### config.mk
export PLATFORM = sky130hd
export DESIGN_NAME = ptmch_trg_seq
export DESIGN_NICKNAME = d
export VERILOG_FILES = /design/src/rtl/ptmch_trg_pkg.sv /design/src/rtl/ptmch_spi_rx.sv /design/src/rtl/ptmch_trg_seq.sv
export SDC_FILE = /design/constraint.sdc
export NUM_CORES = 2
export LEC_CHECK = 0
export BUFFER_PORTS_ARGS = -buffer_cell sky130_fd_sc_hd__buf_2
export CORE_MARGIN = 5
export CORE_UTILIZATION = 25
export CTS_CLUSTER_SIZE = 20
export DETAILED_ROUTE_END_ITERATION = 10
export PLACE_DENSITY_LB_ADDON = 0.05
export RECOVER_POWER = 25
export SLEW_MARGIN = 20
export SYNTH_ARGS = -nofsm -noshare
export SYNTH_HDL_FRONTEND = slang
export SYNTH_SLANG_ARGS = --single-unit
### constraint.sdc
create_clock -name CLK160M -period 3.3 [get_ports CLK160M]
set_input_delay 0.165 -clock CLK160M [delete_from_list [all_inputs] [get_ports CLK160M]]
set_output_delay 0.165 -clock CLK160M [all_outputs]
set_load 0.05 [all_outputs]
### src/rtl/ptmch_trg_pkg.sv
// ---------------------------------------------------------------------------
// ptmch_trg_pkg
// Shared constants and types for the SPI-programmed trigger sequencer:
//   - SPI frame geometry (32-bit frame: OPC[31:24], ADDR[23:16], DATA[15:0])
//   - command opcodes
//   - per-channel sequencer state enum
// ---------------------------------------------------------------------------
package ptmch_trg_pkg;

    // Frame geometry
    localparam int FRAME_W   = 32;
    localparam int BIT_CNT_W = $clog2(FRAME_W + 1);
    localparam int OPC_MSB   = 31;
    localparam int OPC_LSB   = 24;
    localparam int ADDR_MSB  = 23;
    localparam int ADDR_LSB  = 16;
    localparam int DATA_MSB  = 15;
    localparam int DATA_LSB  = 0;

    // Command opcodes
    localparam logic [7:0] OPC_DELAY  = 8'h01;
    localparam logic [7:0] OPC_WIDTH  = 8'h02;
    localparam logic [7:0] OPC_ENABLE = 8'h03;
    localparam logic [7:0] OPC_PERIOD = 8'h04;
    localparam logic [7:0] OPC_MODE   = 8'h05;
    localparam logic [7:0] OPC_FIRE   = 8'h10;
    localparam logic [7:0] OPC_ABORT  = 8'h11;

    // Per-channel sequencer state
    typedef enum logic [1:0] {
        CH_IDLE = 2'd0,
        CH_DLY  = 2'd1,
        CH_PLS  = 2'd2
    } ch_state_e;

endpackage

### src/rtl/ptmch_spi_rx.sv
// ---------------------------------------------------------------------------
// ptmch_spi_rx
// SPI mode-0 slave receiver running entirely in the system clock domain.
// SPI inputs are brought in through 2-flop synchronisers; the SPI clock
// rising edge is detected on the synchronised copy and one MOSI bit is
// shifted per edge while CS is low. The 32nd bit produces a one-cycle
// frame_valid strobe with the full word; extra bits in the same CS-low
// period are ignored. CS rising with 1..31 bits collected pulses frame_err.
//
// Ports
//   clk         system clock
//   srst        synchronous active-high reset
//   spi_cs      SPI chip select, active low, asynchronous
//   spi_clk     SPI clock, asynchronous
//   spi_mosi    SPI data, MSB first
//   frame_valid one-cycle strobe: frame_word holds a complete frame
//   frame_word  received 32-bit frame
//   frame_err   one-cycle strobe on a truncated frame
// ---------------------------------------------------------------------------
module ptmch_spi_rx
    import ptmch_trg_pkg::*;
(
    input  logic               clk,
    input  logic               srst,
    input  logic               spi_cs,
    input  logic               spi_clk,
    input  logic               spi_mosi,
    output logic               frame_valid,
    output logic [FRAME_W-1:0] frame_word,
    output logic               frame_err
);

    localparam logic [BIT_CNT_W-1:0] FULL_CNT = BIT_CNT_W'(FRAME_W);
    localparam logic [BIT_CNT_W-1:0] LAST_CNT = BIT_CNT_W'(FRAME_W - 1);

    logic [1:0]           cs_sync_reg;
    logic [1:0]           sclk_sync_reg;
    logic [1:0]           mosi_sync_reg;
    logic                 sclk_d_reg;
    logic                 cs_s;
    logic                 sclk_s;
    logic                 mosi_s;
    logic                 sclk_rise;

    logic                 armed_reg,       armed_next;
    logic [FRAME_W-1:0]   shift_reg,       shift_next;
    logic [BIT_CNT_W-1:0] bit_cnt_reg,     bit_cnt_next;
    logic                 frame_valid_reg, frame_valid_next;
    logic                 frame_err_reg,   frame_err_next;

    assign cs_s      = cs_sync_reg[1];
    assign sclk_s    = sclk_sync_reg[1];
    assign mosi_s    = mosi_sync_reg[1];
    assign sclk_rise = sclk_s & ~sclk_d_reg;

    // The CS synchroniser resets to 0 (not the idle 1) on purpose: the
    // receiver only arms after it has really seen CS high, so a reset that
    // lands in the middle of a frame drops the remainder of that frame
    // instead of resyncing onto its tail bits.
    always_ff @(posedge clk) begin
        if (srst) begin
            cs_sync_reg     <= 2'b00;
            sclk_sync_reg   <= 2'b00;
            mosi_sync_reg   <= 2'b00;
            sclk_d_reg      <= 1'b0;
            armed_reg       <= 1'b0;
            shift_reg       <= '0;
            bit_cnt_reg     <= '0;
            frame_valid_reg <= 1'b0;
            frame_err_reg   <= 1'b0;
        end else begin
            cs_sync_reg     <= {cs_sync_reg[0], spi_cs};
            sclk_sync_reg   <= {sclk_sync_reg[0], spi_clk};
            mosi_sync_reg   <= {mosi_sync_reg[0], spi_mosi};
            sclk_d_reg      <= sclk_s;
            armed_reg       <= armed_next;
            shift_reg       <= shift_next;
            bit_cnt_reg     <= bit_cnt_next;
            frame_valid_reg <= frame_valid_next;
            frame_err_reg   <= frame_err_next;
        end
    end

    always_comb begin
        armed_next       = armed_reg;
        shift_next       = shift_reg;
        bit_cnt_next     = bit_cnt_reg;
        frame_valid_next = 1'b0;
        frame_err_next   = 1'b0;
        if (cs_s) begin
            // Deselected: arm for the next frame and flag a short one.
            armed_next   = 1'b1;
            bit_cnt_next = '0;
            if ((bit_cnt_reg != '0) && (bit_cnt_reg < FULL_CNT)) begin
                frame_err_next = 1'b1;
            end
        end else if (armed_reg && sclk_rise && (bit_cnt_reg < FULL_CNT)) begin
            shift_next   = {shift_reg[FRAME_W-2:0], mosi_s};
            bit_cnt_next = bit_cnt_reg + 1'b1;
            if (bit_cnt_reg == LAST_CNT) begin
                frame_valid_next = 1'b1;
            end
        end
    end

    assign frame_valid = frame_valid_reg;
    assign frame_word  = shift_reg;
    assign frame_err   = frame_err_reg;

endmodule

### src/rtl/ptmch_trg_seq.sv
// ---------------------------------------------------------------------------
// ptmch_trg_seq
// SPI-programmed multi-channel trigger pulse sequencer. Configuration
// (per-channel DELAY/WIDTH, ENABLE mask, PERIOD, MODE) is written through
// 32-bit SPI frames. FIRE snapshots the configuration into shadow
// registers and starts one small FSM per channel (IDLE -> DLY -> PLS ->
// IDLE). In repeat mode with a non-zero period all enabled channels are
// restarted every PERIOD cycles until ABORT.
//
// Ports
//   CLK160M    sole clock
//   RESET      synchronous active-high reset
//   SPI_CS     SPI chip select (active low, asynchronous)
//   SPI_CLK    SPI clock (mode 0, asynchronous)
//   SPI_MOSI   SPI data, MSB first
//   TRG_PLS    registered trigger pulses, one bit per channel
//   BUSY       high while a sequence is active
//   FRAME_ERR  one-cycle strobe on a truncated SPI frame
// ---------------------------------------------------------------------------
module ptmch_trg_seq
    import ptmch_trg_pkg::*;
#(
    parameter int NUM_CH = 8,
    parameter int CNT_W  = 16
) (
    input  logic              CLK160M,
    input  logic              RESET,
    input  logic              SPI_CS,
    input  logic              SPI_CLK,
    input  logic              SPI_MOSI,
    output logic [NUM_CH-1:0] TRG_PLS,
    output logic              BUSY,
    output logic              FRAME_ERR
);

    localparam logic [CNT_W-1:0] CNT_ONE = CNT_W'(1);

    // Resize the 16-bit frame payload to the counter width: truncation when
    // CNT_W is narrower, zero extension when it is wider.
    function automatic logic [CNT_W-1:0] fit_data(input logic [15:0] d);
        logic [CNT_W+15:0] ext;
        ext = {{CNT_W{1'b0}}, d};
        return ext[CNT_W-1:0];
    endfunction

    // ------------------------------------------------------------------
    // SPI receiver
    // ------------------------------------------------------------------
    logic               frame_valid;
    logic [FRAME_W-1:0] frame_word;

    ptmch_spi_rx u_spi_rx (
        .clk         (CLK160M),
        .srst        (RESET),
        .spi_cs      (SPI_CS),
        .spi_clk     (SPI_CLK),
        .spi_mosi    (SPI_MOSI),
        .frame_valid (frame_valid),
        .frame_word  (frame_word),
        .frame_err   (FRAME_ERR)
    );

    // ------------------------------------------------------------------
    // Frame decode
    // ------------------------------------------------------------------
    logic [7:0]       opc;
    logic [7:0]       addr;
    logic [CNT_W-1:0] data_fit;
    logic             wr_delay;
    logic             wr_width;
    logic             wr_enable;
    logic             wr_period;
    logic             wr_mode;
    logic             fire_accept;
    logic             abort_cmd;

    assign opc      = frame_word[OPC_MSB:OPC_LSB];
    assign addr     = frame_word[ADDR_MSB:ADDR_LSB];
    assign data_fit = fit_data(frame_word[DATA_MSB:DATA_LSB]);

    assign wr_delay  = frame_valid && (opc == OPC_DELAY);
    assign wr_width  = frame_valid && (opc == OPC_WIDTH);
    assign wr_enable = frame_valid && (opc == OPC_ENABLE);
    assign wr_period = frame_valid && (opc == OPC_PERIOD);
    assign wr_mode   = frame_valid && (opc == OPC_MODE);
    assign abort_cmd = frame_valid && (opc == OPC_ABORT);

    // ------------------------------------------------------------------
    // Global configuration, shadows and period timer
    // ------------------------------------------------------------------
    logic [NUM_CH-1:0] enable_reg;
    logic [NUM_CH-1:0] enable_sh_reg;
    logic [CNT_W-1:0]  period_reg;
    logic [CNT_W-1:0]  period_sh_reg;
    logic              mode_reg;
    logic              mode_sh_reg;
    logic [CNT_W-1:0]  per_cnt_reg, per_cnt_next;
    logic              busy_reg,    busy_next;
    logic              repeat_on;
    logic              restart;
    logic              start;
    logic [NUM_CH-1:0] ch_active_next;

    assign fire_accept = frame_valid && (opc == OPC_FIRE) && !busy_reg;

    // Repeat mode with PERIOD=0 falls through to single-shot behaviour.
    assign repeat_on = busy_reg && mode_sh_reg && (period_sh_reg != '0);
    assign restart   = repeat_on && (per_cnt_reg == CNT_ONE) && !abort_cmd;
    assign start     = fire_accept || restart;

    always_ff @(posedge CLK160M) begin
        if (RESET) begin
            enable_reg    <= '0;
            enable_sh_reg <= '0;
            period_reg    <= '0;
            period_sh_reg <= '0;
            mode_reg      <= 1'b0;
            mode_sh_reg   <= 1'b0;
            per_cnt_reg   <= '0;
            busy_reg      <= 1'b0;
        end else begin
            if (wr_enable) begin
                enable_reg <= frame_word[NUM_CH-1:0];
            end
            if (wr_period) begin
                period_reg <= data_fit;
            end
            if (wr_mode) begin
                mode_reg <= frame_word[0];
            end
            if (fire_accept) begin
                enable_sh_reg <= enable_reg;
                period_sh_reg <= period_reg;
                mode_sh_reg   <= mode_reg;
            end
            per_cnt_reg <= per_cnt_next;
            busy_reg    <= busy_next;
        end
    end

    always_comb begin
        per_cnt_next = per_cnt_reg;
        if (abort_cmd) begin
            per_cnt_next = '0;
        end else if (fire_accept) begin
            per_cnt_next = period_reg;
        end else if (restart) begin
            per_cnt_next = period_sh_reg;
        end else if (repeat_on && (per_cnt_reg != '0)) begin
            per_cnt_next = per_cnt_reg - CNT_ONE;
        end
    end

    // BUSY is asserted the cycle after an accepted FIRE and, in single
    // mode, drops together with the last channel going back to IDLE.
    always_comb begin
        busy_next = |ch_active_next;
        if (abort_cmd) begin
            busy_next = 1'b0;
        end else if (fire_accept || repeat_on) begin
            busy_next = 1'b1;
        end
    end

    assign BUSY = busy_reg;

    // ------------------------------------------------------------------
    // Per-channel configuration and sequencer FSM
    // ------------------------------------------------------------------
    genvar gi;
    generate
        for (gi = 0; gi < NUM_CH; gi++) begin : g_ch
            logic [CNT_W-1:0] delay_reg;
            logic [CNT_W-1:0] width_reg;
            logic [CNT_W-1:0] delay_sh_reg;
            logic [CNT_W-1:0] width_sh_reg;
            logic [CNT_W-1:0] cnt_reg, cnt_next;
            logic [CNT_W-1:0] ld_delay;
            logic [CNT_W-1:0] ld_width;
            logic             ld_en;
            logic             ch_sel;
            logic             pls_reg;
            ch_state_e        state_reg, state_next;

            // Addresses at or above NUM_CH never match any channel.
            assign ch_sel = (addr == 8'(gi));

            always_ff @(posedge CLK160M) begin
                if (RESET) begin
                    delay_reg    <= '0;
                    width_reg    <= '0;
                    delay_sh_reg <= '0;
                    width_sh_reg <= '0;
                    cnt_reg      <= '0;
                    state_reg    <= CH_IDLE;
                    pls_reg      <= 1'b0;
                end else begin
                    if (wr_delay && ch_sel) begin
                        delay_reg <= data_fit;
                    end
                    if (wr_width && ch_sel) begin
                        width_reg <= data_fit;
                    end
                    if (fire_accept) begin
                        delay_sh_reg <= delay_reg;
                        width_sh_reg <= width_reg;
                    end
                    cnt_reg   <= cnt_next;
                    state_reg <= state_next;
                    pls_reg   <= (state_next == CH_PLS);
                end
            end

            // On FIRE the live values are the ones being snapshotted; on a
            // periodic restart the shadows are authoritative.
            always_comb begin
                ld_delay = fire_accept ? delay_reg       : delay_sh_reg;
                ld_width = fire_accept ? width_reg       : width_sh_reg;
                ld_en    = fire_accept ? enable_reg[gi]  : enable_sh_reg[gi];
            end

            // cnt_reg holds the cycles remaining in the current phase,
            // including the present one. Down-counting from the loaded value
            // means the full DELAY+WIDTH range is reachable and the counter
            // can never wrap.
            always_comb begin
                state_next = state_reg;
                cnt_next   = cnt_reg;
                if (abort_cmd) begin
                    state_next = CH_IDLE;
                    cnt_next   = '0;
                end else if (start) begin
                    // A restart also cuts off a pulse that is still high.
                    if (!ld_en) begin
                        state_next = CH_IDLE;
                        cnt_next   = '0;
                    end else if (ld_delay != '0) begin
                        state_next = CH_DLY;
                        cnt_next   = ld_delay;
                    end else if (ld_width != '0) begin
                        state_next = CH_PLS;
                        cnt_next   = ld_width;
                    end else begin
                        state_next = CH_IDLE;
                        cnt_next   = '0;
                    end
                end else begin
                    case (state_reg)
                        CH_DLY: begin
                            if (cnt_reg <= CNT_ONE) begin
                                if (ld_width != '0) begin
                                    state_next = CH_PLS;
                                    cnt_next   = ld_width;
                                end else begin
                                    state_next = CH_IDLE;
                                    cnt_next   = '0;
                                end
                            end else begin
                                cnt_next = cnt_reg - CNT_ONE;
                            end
                        end
                        CH_PLS: begin
                            if (cnt_reg <= CNT_ONE) begin
                                state_next = CH_IDLE;
                                cnt_next   = '0;
                            end else begin
                                cnt_next = cnt_reg - CNT_ONE;
                            end
                        end
                        default: begin
                            state_next = CH_IDLE;
                            cnt_next   = '0;
                        end
                    endcase
                end
            end

            assign ch_active_next[gi] = (state_next != CH_IDLE);
            assign TRG_PLS[gi]        = pls_reg;
        end
    endgenerate

endmodule

======== Word level (Yosys, flattened, before mapping) ========
Index checks and enable logic that the tools add are counted.
storage, ports and cells
  register bits after elaboration ......... 779
  logic and storage cells ................. 357
cells by class
  add/sub/neg operators ................... 10
  order comparisons ....................... 9
  equal/unequal tests ..................... 40
  multiplexer cells ....................... 150
  bitwise logic cells ..................... 4
  reductions and logical operators ........ 71
operator list
  kind                   count
  $mux 16                67
  $reduce_bool 16->1     18
  $pmux 16 s2            8
  $sub 16x1->16 const B  9
  $le 16x1->1 const B    8
  $mux 2                 56
  $eq 8x3->1 const B     6
  $eq 2x2->1 const B     16
  $eq 8x2->1 const B     4
  $logic_and 1x1->1      32
  $pmux 2 s2             8
  $eq 16x1->1 const B    1
  $eq 2x1->1 const B     8
  $eq 8x1->1 const B     2
  $eq 8x5->1 const B     2
  $reduce_bool 2->1      8
  $mux 1                 11
  $logic_not 8->1        1
  $reduce_or 8->1        1
  $add 6x1->6 const B    1
  $eq 6x5->1 const B     1
  $lt 6x6->1 const B     1
  $reduce_bool 6->1      1
  $reduce_or 2->1        3
  7 further kinds        11

======== Depth between registers and ports, before layout ========
  word-level depth ........................ 13
  depth in mapped cells ................... 12
  mapped depth without buffers ............ 10

======== Modules after synthesis ========
From an unflattened synthesis, not the netlist that was laid out.
second synthesis, totals
  cells, all modules ...................... 4244
  area, all modules ....................... 35577.9 sq um
modules (own cells, without submodules)
  module         instances  cells each  area an instance (sq um)  seq. area each (sq um)
  ptmch_trg_seq  1          4077        33781.1                   14634.0
  ptmch_spi_rx   1          167         1796.7                    960.9

======== Worst setup path before layout ========
OpenSTA, ideal clock, no wires.
  path type ............................... register to register
  start point ............................. register busy_reg (netlist: BUSY)
  end point ............................... register g_ch[7].cnt_reg[15]
  data arrival time ....................... 2.673 ns
  required time ........................... 3.172 ns
  setup slack ............................. 0.499 ns
  cell stages (with the launch flop) ...... 11
  path buffers ............................ 5
  period minus slack after synthesis ...... 2.801 ns
  cell sequence ........................... dfxtp_1 nor2_1 nand3_1 buf_2 buf_2 buf_2 clkbuf_1 buf_1 mux4_2 a22oi_1 nor2_1
on the way
  cells in the longest elaborated chain, start to end .. 8
RTL lines
  what                                    RTL line                                    text
  start, declared                         ptmch_trg_seq.sv:98                         logic busy_reg, busy_next;
  start signal, assigned                  ptmch_trg_seq.sv:137                        busy_reg <= busy_next;
  $logic_not 1->1                         ptmch_trg_seq.sv:104                        assign fire_accept = frame_valid && (opc == OPC_FIRE) && !busy_reg;
  $logic_and 1x1->1                       ptmch_trg_seq.sv:104
  $mux 16                                 --
  $reduce_bool 16->1                      ptmch_trg_seq.sv:240, ptmch_trg_seq.sv:251
  $mux 16                                 ptmch_trg_seq.sv:240, ptmch_trg_seq.sv:251
  $mux 16 (on tied branches)              ptmch_trg_seq.sv:250, ptmch_trg_seq.sv:237
  $pmux 16 s2 or $mux 16 (tied branches)  ptmch_trg_seq.sv:248, ptmch_trg_seq.sv:234
  $mux 16 (*)                             ptmch_trg_seq.sv:232                        end else if (start) begin
  end signal, assigned                    ptmch_trg_seq.sv:208                        cnt_reg <= cnt_next;
  end, declared                           ptmch_trg_seq.sv:177                        logic [CNT_W-1:0] cnt_reg, cnt_next;
Mark *: on every way between the ends. The rest lies on a longest branch, timed or not.
A chain may end at the register's enable or synchronous reset.

======== Final worst setup path ========
  start point ............................. register per_cnt_reg[9]
  end point ............................... register busy_reg (netlist: BUSY)
on the way
  cells in the longest elaborated chain, start to end .. 9
RTL lines
  what                                RTL line              text
  start, declared                     ptmch_trg_seq.sv:97   logic [CNT_W-1:0] per_cnt_reg, per_cnt_next;
  start signal, assigned              ptmch_trg_seq.sv:136  per_cnt_reg <= per_cnt_next;
  $eq 16x1->1 (*)                     ptmch_trg_seq.sv:108  assign restart = repeat_on && (per_cnt_reg == CNT_ONE) && !abort_cmd;
  $logic_and 1x1->1 (*) (2 in a row)  ptmch_trg_seq.sv:108
  $logic_or 1x1->1 (*)                ptmch_trg_seq.sv:109  assign start = fire_accept || restart;
  $mux 2                              ptmch_trg_seq.sv:232
  $mux 2                              ptmch_trg_seq.sv:229  if (abort_cmd) begin
  $reduce_bool 2->1                   ptmch_trg_seq.sv:278  assign ch_active_next[gi] = (state_next != CH_IDLE);
  $reduce_or 8->1 (*)                 ptmch_trg_seq.sv:157  busy_next = |ch_active_next;
  $mux 1 (*)                          ptmch_trg_seq.sv:160  end else if (fire_accept || repeat_on) begin
Marked as above.

==> summary.md <==
| Metric | Value |
|---|---|
| Status | `finished with violations` |
| Failing checks | `capacitance limit, slew limit` |
| Worst-Skew Late Latency | `0.71 ns` |
| Static leakage | `15.6 nW` |
| Maxcap violations | `1` |
| Cell area after placement | `~37000 um^2` |
| Worst Path Buf+Inv | `0` |
| Hold Vio Cnt, Final | `0` |
| Post-synth EDFFs | `0` |
| Crit. End Element | `flip-flop` |
| Family with the most delay on the worst path | `simple AND/OR/NAND/NOR gates` |
| Cell chosen for the clock root | `clkbuf_16` |
| Clock power share | `0.545` |
| Syn_nets | `4374` |
| Gr ovfl total | `0` |
| Top-level I/O count | `15` |
| Routed len/inst | `about 22 um` |
| Period Utilization, post-route | `0.948` |
| Synth Cell Area | `approximately 35000 um^2` |
| Crit path required time | `3.87 ns` |
| Via Count | `30400` |
| Worst Skew | `0.0359 ns` |
| Setup_tns | `0 ns` |
| Routed Antenna Nets | `0` |
| Pint | `~0.017 W` |
| RSZ-0062 raised after global routing | `no` |
| Inserted Clock Buffers | `99` |
| DR vias/cell | `4.85` |
| Sequential share of the synthesized area | `0.447` |
| Final setup violation count | `0` |
| Worst-margin pin slew | `roughly 1.8 ns` |
| Fmax | `around 0.32 GHz` |
| Critical-path cell list | `nor4_1, nand4_1, o21ai_4, nor2_1, a32oi_2, nand4_1, nor4b_2, a41oi_1` |
| Cell with the most instances after synthesis | `nand2_1` |
| Final Routed Wirelength | `between 100 and 150 mm` |
| DR iter-0 viols | `1925` |
| Syn. warnings | `0` |
| Layout cells sized above 1 | `0.0894` |
| Initial DRT Pass Iterations | `5` |
| Core area | `approximately 140000 um^2` |
| Row count | `137` |
| Number of global-route vias before repair | `30100` |
| Final instance area | `40900 um^2` |
| Net Sw Frac | `0.220` |
| Final hold slack | `approximately 0.44 ns` |
| WP data arrival | `3.70 ns` |
| Area growth from synthesis to layout | `17.4%` |
| Setup ws final | `0.170 ns` |
| Overall global routing resource usage | `0.180` |
| Filler instances | `between 10000 and 15000` |
| WS Path Type | `reg -> reg` |
| Dpl ws | `0.0491 ns` |
| First-pass GRT wire length | `204 mm` |
| H-tree depth | `3` |
| Die extent in y | `383 um` |
| # DRC | `0` |
| Initial antenna violation count | `4` |
| Seq pwr share | `0.444` |
| Average size of a mapped cell | `8.04 um^2` |
| Max VDD drop | `0.340 mV` |
| Clock Sinks | `779` |
| Die area | `147000 um^2` |
| CTS tree | `done` |
| Worst path max stage delay | `about 0.52 ns` |
| Comb pwr share | `0.010` |
| Post-synth top cells | `nand2_1 (953), dfxtp_1 (779), a21oi_1 (604)` |
| Post-CTS Setup Bufs | `0` |
| Synthesized flop and latch total | `~800` |
| Crit start category | `flip-flop` |
| Max Slew Vio Count | `33` |
| Post-synth top area cell | `dfxtp_1` |
| Cell area power density | `between 500 and 600 nW/um^2` |
| Synth top area cells | `dfxtp_1 (45%), nand2_1 (10%), a21oi_1 (8.7%)` |
| CP max-delay cell | `nor4_1` |
| CP dominant cell by count | `nand4_1` |
| CP max FO | `7` |
| Sw power | `0.00466 W` |
| Routability Congestion | `0.773` |
| Most common flop cell mapped by yosys | `dfxtp_1` |
| ANT cells | `0` |
| Detail Placement HPWL | `92.2 mm` |
| Clock slew at reported path FFs | `0.06 ns` |
| Post-Syn Instances | `4333` |
| Synth top area share | `0.447` |
| Number of port buffers | `14` |
| Largest net degree at the start of global routing | `149` |
| Min-Delay Path Class | `reg -> reg` |
| Unique cell type count in the Yosys netlist | `70` |
| Clk buf depth | `3` |
| Die X-Extent | `around 380 um` |
| Post-synth ARST share | `0` |
| Nets | `between 4000 and 5000` |
| Slew HR | `-0.207` |
| Min cycle time layout | `roughly 3.1 ns` |
| Starting Density | `0.251` |
[metal layers]
layer	vias up	GRT usage	wire length [um]
li1	15100	-	-
met2	441	0.295	63000
met5	-	0	0
met3	120	0.0229	4300
met4	0	0.0411	2260
met1	14700	0.252	65900
[through the flow]
| step | cells | util | power [W] |
|---|---|---|---|
| 3_5_place_dp | 6072 | 0.269 | 0.00983 |
| 6_report | 6260 | 0.294 | 0.0212 |
| 2_1_floorplan | 4333 | - | 0.00975 |
| 5_1_grt | 6260 | 0.294 | 0.0220 |
| 3_3_place_gp | 6072 | 0.269 | 0.00984 |
| 4_1_cts | 6260 | 0.295 | 0.0216 |
[cell families after synthesis]
group                    Yosys count  synth area share
flip-flops                       779             0.447
AND/OR/NAND/NOR                 1840             0.233
buffers and inverters            348            0.0401
adder cells (fa/ha/maj)           36            0.0129
multiplexers                     233            0.0775
AO/OA/AOI/OAI                    976             0.159
XOR/XNOR                         121            0.0304
[worst paths after layout]
kind                        startpoint                endpoint  slack, ns  depth (start not counted)
min          u_spi_rx.mosi_sync_reg[1]  u_spi_rx.frame_word[0]       0.44                          2
max reg2reg             per_cnt_reg[9]                    BUSY       0.17                          8
max                     per_cnt_reg[9]                    BUSY       0.17                          8
min reg2reg  u_spi_rx.mosi_sync_reg[1]  u_spi_rx.frame_word[0]       0.44                          2
[power by group through the flow]
stage | Sequential (W) | Combinational (W) | Clock, W
6_report | 0.00941 | 0.000218 | 0.0115
5_1_grt | 0.00941 | 0.000237 | 0.0123
4_1_cts | 0.00941 | 0.000224 | 0.0120
3_5_place_dp | 0.00962 | 0.000217 | 0
3_3_place_gp | 0.00962 | 0.000220 | 0
2_1_floorplan | 0.00962 | 0.000134 | 0
[final cells by class]
type / count / area (um^2) / area share
Inverter: 47 / 176 / 0.00431
Multi-Input combinational cell: 3206 / 17900 / 0.438
Clock inverter: 30 / 440 / 0.0108
Timing Repair Buffer: 171 / 1390 / 0.0339
Sequential cell: 779 / 15600 / 0.381
Clock buffer: 151 / 3030 / 0.0740
Tap cell: 1876 / 2350 / 0.0574
[what timing repair did]
action                     4_1_cts  5_1_grt
hold endpoints to repair        42        0
resized for setup                0        2
setup endpoints to repair        0        2
hold buffers                     7        0
[worst reg2reg max path: stages (launching register included)]
cell	delay [ns]
dfxtp_1	0.36
nor4_1	0.52
nand4_1	0.37
o21ai_4	0.47
nor2_1	0.13
a32oi_2	0.33
nand4_1	0.34
nor4b_2	0.35
a41oi_1	0.13
[cell usage in the layout (no fill, tap or decap), types with 6 or more instances in the layout]
master,Yosys,layout
xor2_1,42,42
nor2b_1,19,18
inv_1,47,47
nor2_2,6,6
dlygate4sd3_1,0,7
nand3b_1,9,9
nor2_1,437,437
o21ai_0,63,63
o22ai_1,118,118
ha_1,36,36
buf_12,0,14
dfxtp_2,0,8
nand3_1,44,43
a21oi_1,604,604
or4_1,22,22
nor3_1,46,42
clkbuf_8,0,29
a211oi_1,44,44
nand2_1,953,953
or2_2,7,6
a22o_1,8,8
bufinv_16,0,10
dfxtp_1,779,770
nand2b_1,15,14
clkbuf_1,247,42
mux2i_1,200,198
clkinv_2,0,15
o21ai_1,16,14
nand4_1,41,41
a22oi_1,95,95
nor4_1,159,159
nor3_2,6,10
and2_1,18,17
nor4b_1,6,6
buf_4,9,122
or3_1,19,19
mux4_2,29,29
clkbuf_16,0,102
xnor2_1,79,79
No activity file was read; power rests on OpenSTA's default activity.
